`config.mk`:
```
export PLATFORM = sky130hd
export DESIGN_NAME = imem_program_loader
export DESIGN_NICKNAME = d
export VERILOG_FILES = /design/src/rtl/imem_program_loader.sv
export SDC_FILE = /design/constraint.sdc
export NUM_CORES = 1
export LEC_CHECK = 0
export ABC_AREA = 1
export BUFFER_PORTS_ARGS = -buffer_cell sky130_fd_sc_hd__buf_2
export CAP_MARGIN = 20
export CELL_PAD_IN_SITES_DETAIL_PLACEMENT = 0
export CELL_PAD_IN_SITES_GLOBAL_PLACEMENT = 1
export CORE_ASPECT_RATIO = 0.9
export CORE_UTILIZATION = 30
export CTS_CLUSTER_SIZE = 8
export DETAILED_ROUTE_END_ITERATION = 7
export GPL_TIMING_DRIVEN = 0
export PLACE_DENSITY = 0.84
export SLEW_MARGIN = 5
export SYNTH_ARGS = -nofsm -noshare
export SYNTH_HDL_FRONTEND = slang
export SYNTH_SLANG_ARGS = --single-unit
```
`constraint.sdc`:
```
create_clock -name clk -period 1.7 [get_ports clk]
set_input_delay 0.34 -clock clk [delete_from_list [all_inputs] [get_ports clk]]
set_output_delay 0.34 -clock clk [all_outputs]
set_load 0.05 [all_outputs]
```
`src/rtl/imem_program_loader.sv`:
```
// imem_program_loader: packs decoded MIPS instruction fields into imem words, then appends NOOP flush words
module imem_program_loader #(
  parameter int DEPTH     = 64,
  parameter int ADDR_W    = 6,
  parameter int PAD_WORDS = 4
) (
  input  logic              clk,
  input  logic              rst_n,
  input  logic              start,
  input  logic [ADDR_W-1:0] base_addr,
  input  logic [ADDR_W:0]   count,
  input  logic              in_valid,
  output logic              in_ready,
  input  logic [1:0]        in_fmt,
  input  logic [5:0]        in_opcode,
  input  logic [4:0]        in_rs,
  input  logic [4:0]        in_rt,
  input  logic [4:0]        in_rd,
  input  logic [4:0]        in_shamt,
  input  logic [5:0]        in_funct,
  input  logic [15:0]       in_imm,
  input  logic [25:0]       in_jaddr,
  output logic              imem_we,
  output logic [ADDR_W-1:0] imem_addr,
  output logic [31:0]       imem_wd,
  output logic              busy,
  output logic              done,
  output logic              wrapped
);
  localparam int PW = $clog2(PAD_WORDS + 1);
  localparam logic [31:0]       NOOP     = 32'h6000_0019;
  localparam logic [ADDR_W-1:0] PTR_MAX  = ADDR_W'(DEPTH - 1);
  localparam logic [ADDR_W-1:0] PTR_ONE  = ADDR_W'(1);
  localparam logic [ADDR_W:0]   REM_ONE  = (ADDR_W + 1)'(1);
  localparam logic [PW-1:0]     PAD_ONE  = PW'(1);
  localparam logic [PW-1:0]     PAD_LAST = PW'(PAD_WORDS - 1);

  typedef enum logic [1:0] {IDLE, LOAD, PAD, DONE} state_t;

  state_t            state, state_n;
  logic [ADDR_W-1:0] ptr, ptr_n, addr_n;
  logic [ADDR_W:0]   remaining, rem_n;
  logic [PW-1:0]     pad_cnt, pad_n;
  logic              wrap_n, we_n, fire;
  logic [31:0]       wd_n, packed_word;

  // Field packing: R forces opcode 0, the unused fmt code encodes the NOOP word
  assign packed_word = in_fmt == 2'b00 ? {6'h00, in_rs, in_rt, in_rd, in_shamt, in_funct} :
                       in_fmt == 2'b01 ? {in_opcode, in_rs, in_rt, in_imm} :
                       in_fmt == 2'b10 ? {in_opcode, in_jaddr} : NOOP;

  // Session state and the registered write port; reset drops any write in flight
  always_ff @(posedge clk or negedge rst_n) begin
    if (!rst_n) begin
      state     <= IDLE;
      ptr       <= '0;
      remaining <= '0;
      pad_cnt   <= '0;
      wrapped   <= 1'b0;
      imem_we   <= 1'b0;
      imem_addr <= '0;
      imem_wd   <= '0;
    end else begin
      state     <= state_n;
      ptr       <= ptr_n;
      remaining <= rem_n;
      pad_cnt   <= pad_n;
      wrapped   <= wrap_n;
      imem_we   <= we_n;
      imem_addr <= addr_n;
      imem_wd   <= wd_n;
    end
  end

  // Next-state and write selection; every accepted word or pad slot advances ptr modulo DEPTH
  always_comb begin
    state_n  = state;
    ptr_n    = ptr;
    rem_n    = remaining;
    pad_n    = pad_cnt;
    wrap_n   = wrapped;
    we_n     = 1'b0;
    addr_n   = imem_addr;
    wd_n     = imem_wd;
    in_ready = (state == LOAD) && (remaining != '0);
    busy     = (state == LOAD) || (state == PAD);
    done     = (state == DONE);
    fire     = in_valid && in_ready;
    case (state)
      IDLE: if (start) begin
        ptr_n   = base_addr;
        rem_n   = count;
        pad_n   = '0;
        wrap_n  = 1'b0;
        state_n = count == '0 ? PAD : LOAD;
      end
      LOAD: if (fire) begin
        we_n    = 1'b1;
        addr_n  = ptr;
        wd_n    = packed_word;
        ptr_n   = ptr + PTR_ONE;
        wrap_n  = wrapped || (ptr == PTR_MAX);
        rem_n   = remaining - REM_ONE;
        state_n = remaining == REM_ONE ? PAD : LOAD;
      end
      PAD: begin
        we_n    = 1'b1;
        addr_n  = ptr;
        wd_n    = NOOP;
        ptr_n   = ptr + PTR_ONE;
        wrap_n  = wrapped || (ptr == PTR_MAX);
        pad_n   = pad_cnt + PAD_ONE;
        state_n = pad_cnt == PAD_LAST ? DONE : PAD;
      end
      DONE: state_n = IDLE;
      default: state_n = IDLE;
    endcase
  end
endmodule

```
==> impl_metrics.env <==
export IMPL_status="finished, violations left"
export IMPL_violations="negative setup slack"
export IMPL_p_int_mw=5.22
export IMPL_routabilityCongestion=0.848
export IMPL_required_ps=1360
export IMPL_worst_slack_ps=-5.46
export IMPL_synth_fp_nets=581
export IMPL_dieArea_sq_um=11800
export IMPL_arrival_ps=1370
export IMPL_p_clk_share_pct=18.8
export IMPL_dr_pass1_iters=4
export IMPL_grt_overflow_total=0
export IMPL_synth_distinct_cells=25
export IMPL_wl_per_cell_um=13.3
export IMPL_leakagePower_nw=2.74
export IMPL_antennaDiodeCount=0
export IMPL_cts_tree="yes"
export IMPL_fmax_ghz=0.586
export IMPL_crit_type="reg2out"
export IMPL_rows=36
export IMPL_hold_ws_ps=54.4
export IMPL_critPathCaptureType="primary output"
export IMPL_cts_made_buffers=9
export IMPL_p_seq_share_pct=23.7
export IMPL_hold_buffers=0
export IMPL_post_route_period_util_pct=100
export IMPL_dp_hpwl_mm=8.03
export IMPL_power_switching_mw=5.09
export IMPL_groute_usage_overall_pct=17.9
export IMPL_synth_simple_area_share_pct=40.2
export IMPL_yosys_warnings=0
export IMPL_report_final_slew_viol_count=0
export IMPL_period_minus_slack_ps=1710
export IMPL_finalSetupViolations=1
export IMPL_synth_fa_ha_area_share_pct=3.29
export IMPL_ys_seq_area_share_pct=42.4
export IMPL_viasPerCell=4.63
export IMPL_grt_pass1_wl_mm=16.4
export IMPL_final_util_pct=44.9
export IMPL_critPathLaunchType="flip-flop"
export IMPL_antenna_found_initial=0
export IMPL_ios=136
export IMPL_htreeDepth=3
export IMPL_vias=3697
export IMPL_grt_max_degree=33
export IMPL_die_height_um=103
export IMPL_first_iter_violations=157
export IMPL_maxCapViolations=0
export IMPL_max_slew_margin_rel_pct=55.1
export IMPL_swShare_pct=49.4
export IMPL_ys_ff_latch=58
export IMPL_layout_nets=743
export IMPL_worst_pin_slew_ps=674
export IMPL_vdd_drop_max_mv=0.702
export IMPL_chipWidth_um=115
export IMPL_clkTransAtPathRegs_ps=50
export IMPL_core_area_sq_um=10900
export IMPL_filler_cell_count=1141
export IMPL_final_setup_tns_ps=-5.46
export IMPL_multi_input_area_sq_um=1830
export IMPL_synthFlopType="dfrtp_1"
export IMPL_hold_path_class="in2async"
export IMPL_synth_xor_area_share_pct=0.256
export IMPL_synth_compound_area_share_pct=7.10
export IMPL_drt_total_wl_mm=10.6
export IMPL_area_delta_synth_final_pct=43.6
export IMPL_cts_sinks=58
export IMPL_rsz0062_at_grt="yes"
export IMPL_synth_enable_flop_cells=0
export IMPL_async_reset_ff_share_pct=100
export IMPL_synth_top_family_by_area="simple AND/OR/NAND/NOR gates"
export IMPL_syn_cell_area_sq_um=3420
export IMPL_syn_inst=479
export IMPL_drive_gt1_share_pct=32.8
export IMPL_initial_core_util_pct=31.3
export IMPL_cts_root_buffer="clkbuf_16"
export IMPL_p_per_area_nw_per_um2=2100
export IMPL_ant_nets=0
export IMPL_finalHoldViolations=0
export IMPL_port_buffers=135
export IMPL_worst_skew_pair_late_latency_ps=320
export IMPL_seqCellArea_sq_um=1450
export IMPL_comb_power_share_pct=57.5
export IMPL_syn_avg_cell_area_sq_um=7.14
export IMPL_synth_mux_area_fraction_pct=0
export IMPL_cts_buffer_depth=2
export IMPL_drc=0
export IMPL_crit_fanout=5
export IMPL_fin_skew_ps=7.15
export IMPL_grt_pass1_vias=3391
[flip-flops by register name, indices dropped and copies added, names as in the netlist]
register	flops
imem_wd	32
remaining	7
imem_addr	6
ptr	6
pad_cnt	3
state	2
imem_we	1
wrapped	1
[Yosys cell counts, types with 3 or more instances]
master    instances  area [sq um]
buf_2            11          55.1
ha_1              9           113
clkbuf_1          6          22.5
o21ai_0          14          70.1
dfrtp_1          58          1450
nand2_1         205           769
inv_1            30           113
nor2_1           25          93.8
a22o_1           10          87.6
a21oi_1          10          50.1
nand4_1           7          43.8
buf_6             3          33.8
nand3_1          77           385
[per-stage QoR]
step                cells  total power, mW  instance area (sq um)  worst slack, ps
floorplan             479             6.35                   3430            -46.8
global placement      766             7.62                   4300             -428
detailed placement    767             7.72                   4320             -511
CTS                   792             10.1                   4790             1.72
global route          798             11.0                   4910            -61.8
finish                798             10.3                   4910            -5.46
[power groups by stage]
stage          sequential [mW]  clock [mW]  combinational (mW)
3_3_place_gp              2.45           0                5.17
5_1_grt                   2.53        2.03                6.46
3_5_place_dp              2.47           0                5.25
4_1_cts                   2.44        1.98                5.66
2_1_floorplan             3.93           0                2.42
6_report                  2.45        1.94                5.92
[logic make-up after synthesis]
kind of cell	after synthesis
XOR/XNOR	1
flip-flops	58
adder cells (fa/ha/maj)	9
AO/OA/AOI/OAI	39
buffers and inverters	51
AND/OR/NAND/NOR	321
[worst paths after layout]
kind / from / end / slack (ps) / cells past startpoint
worst max register to register: state[0] / remaining[0] / 60 / 8
worst max-delay path: remaining[1] / in_ready / -5 / 6
max in group asynchronous: rst_n / remaining[3] / 1030 / 2
worst min register to register: pad_cnt[1] / pad_cnt[1] / 480 / 2
worst min-delay path: rst_n / remaining[0] / 50 / 1
min in group clk: in_funct[5] / imem_wd[5] / 310 / 3
[what timing repair did]
item | 4_1_cts | 5_1_grt
pin swaps | 4 | 3
setup buffers | 9 | 5
endpoints found under the setup margin | 51 | 46
gates resized for setup | 23 | 23
cloned | 0 | 1
[worst max-delay path, cell delays in order (launching register included)]
cell     delay [ps]
dfrtp_1         390
inv_2            90
ha_4            160
nand2_2          80
nor2_4          130
nor2_4           50
buf_8           140
[cell type report]
type	count	share of cell area, %
inverters	30	2.42
multi-input cells	370	37.3
repair buffers	151	17.2
plain buffers	21	3.08
flip-flops and latches	58	29.6
clock buffers	11	4.94
well taps	152	3.87
clock inverters	5	1.58
[placed cells by master, fill, tap and decap left out, types with 5 or more instances in the layout]
cell type and count:
nor2_1 22, nand3_1 77, a22o_1 10, buf_2 137, dfrtp_1 57, nand2_2 5
o21ai_0 14, clkbuf_4 5, clkbuf_16 9, buf_4 14, nand4_1 7, inv_1 24
a21oi_1 8, nand2_1 201
[layer usage]
| metal | vias up | global-route usage [%] | share of wire (%) |
|---|---|---|---|
| met2 | 89 | 31.5 | 49 |
| met4 | 0 | 4.70 | 1.1 |
| met3 | 16 | 3.79 | 4.2 |
| li1 | 1872 | - | - |
| met5 | - | 0 | 0 |
| met1 | 1720 | 22.5 | 45 |
Note: power is estimated with default switching activity, not from simulation.
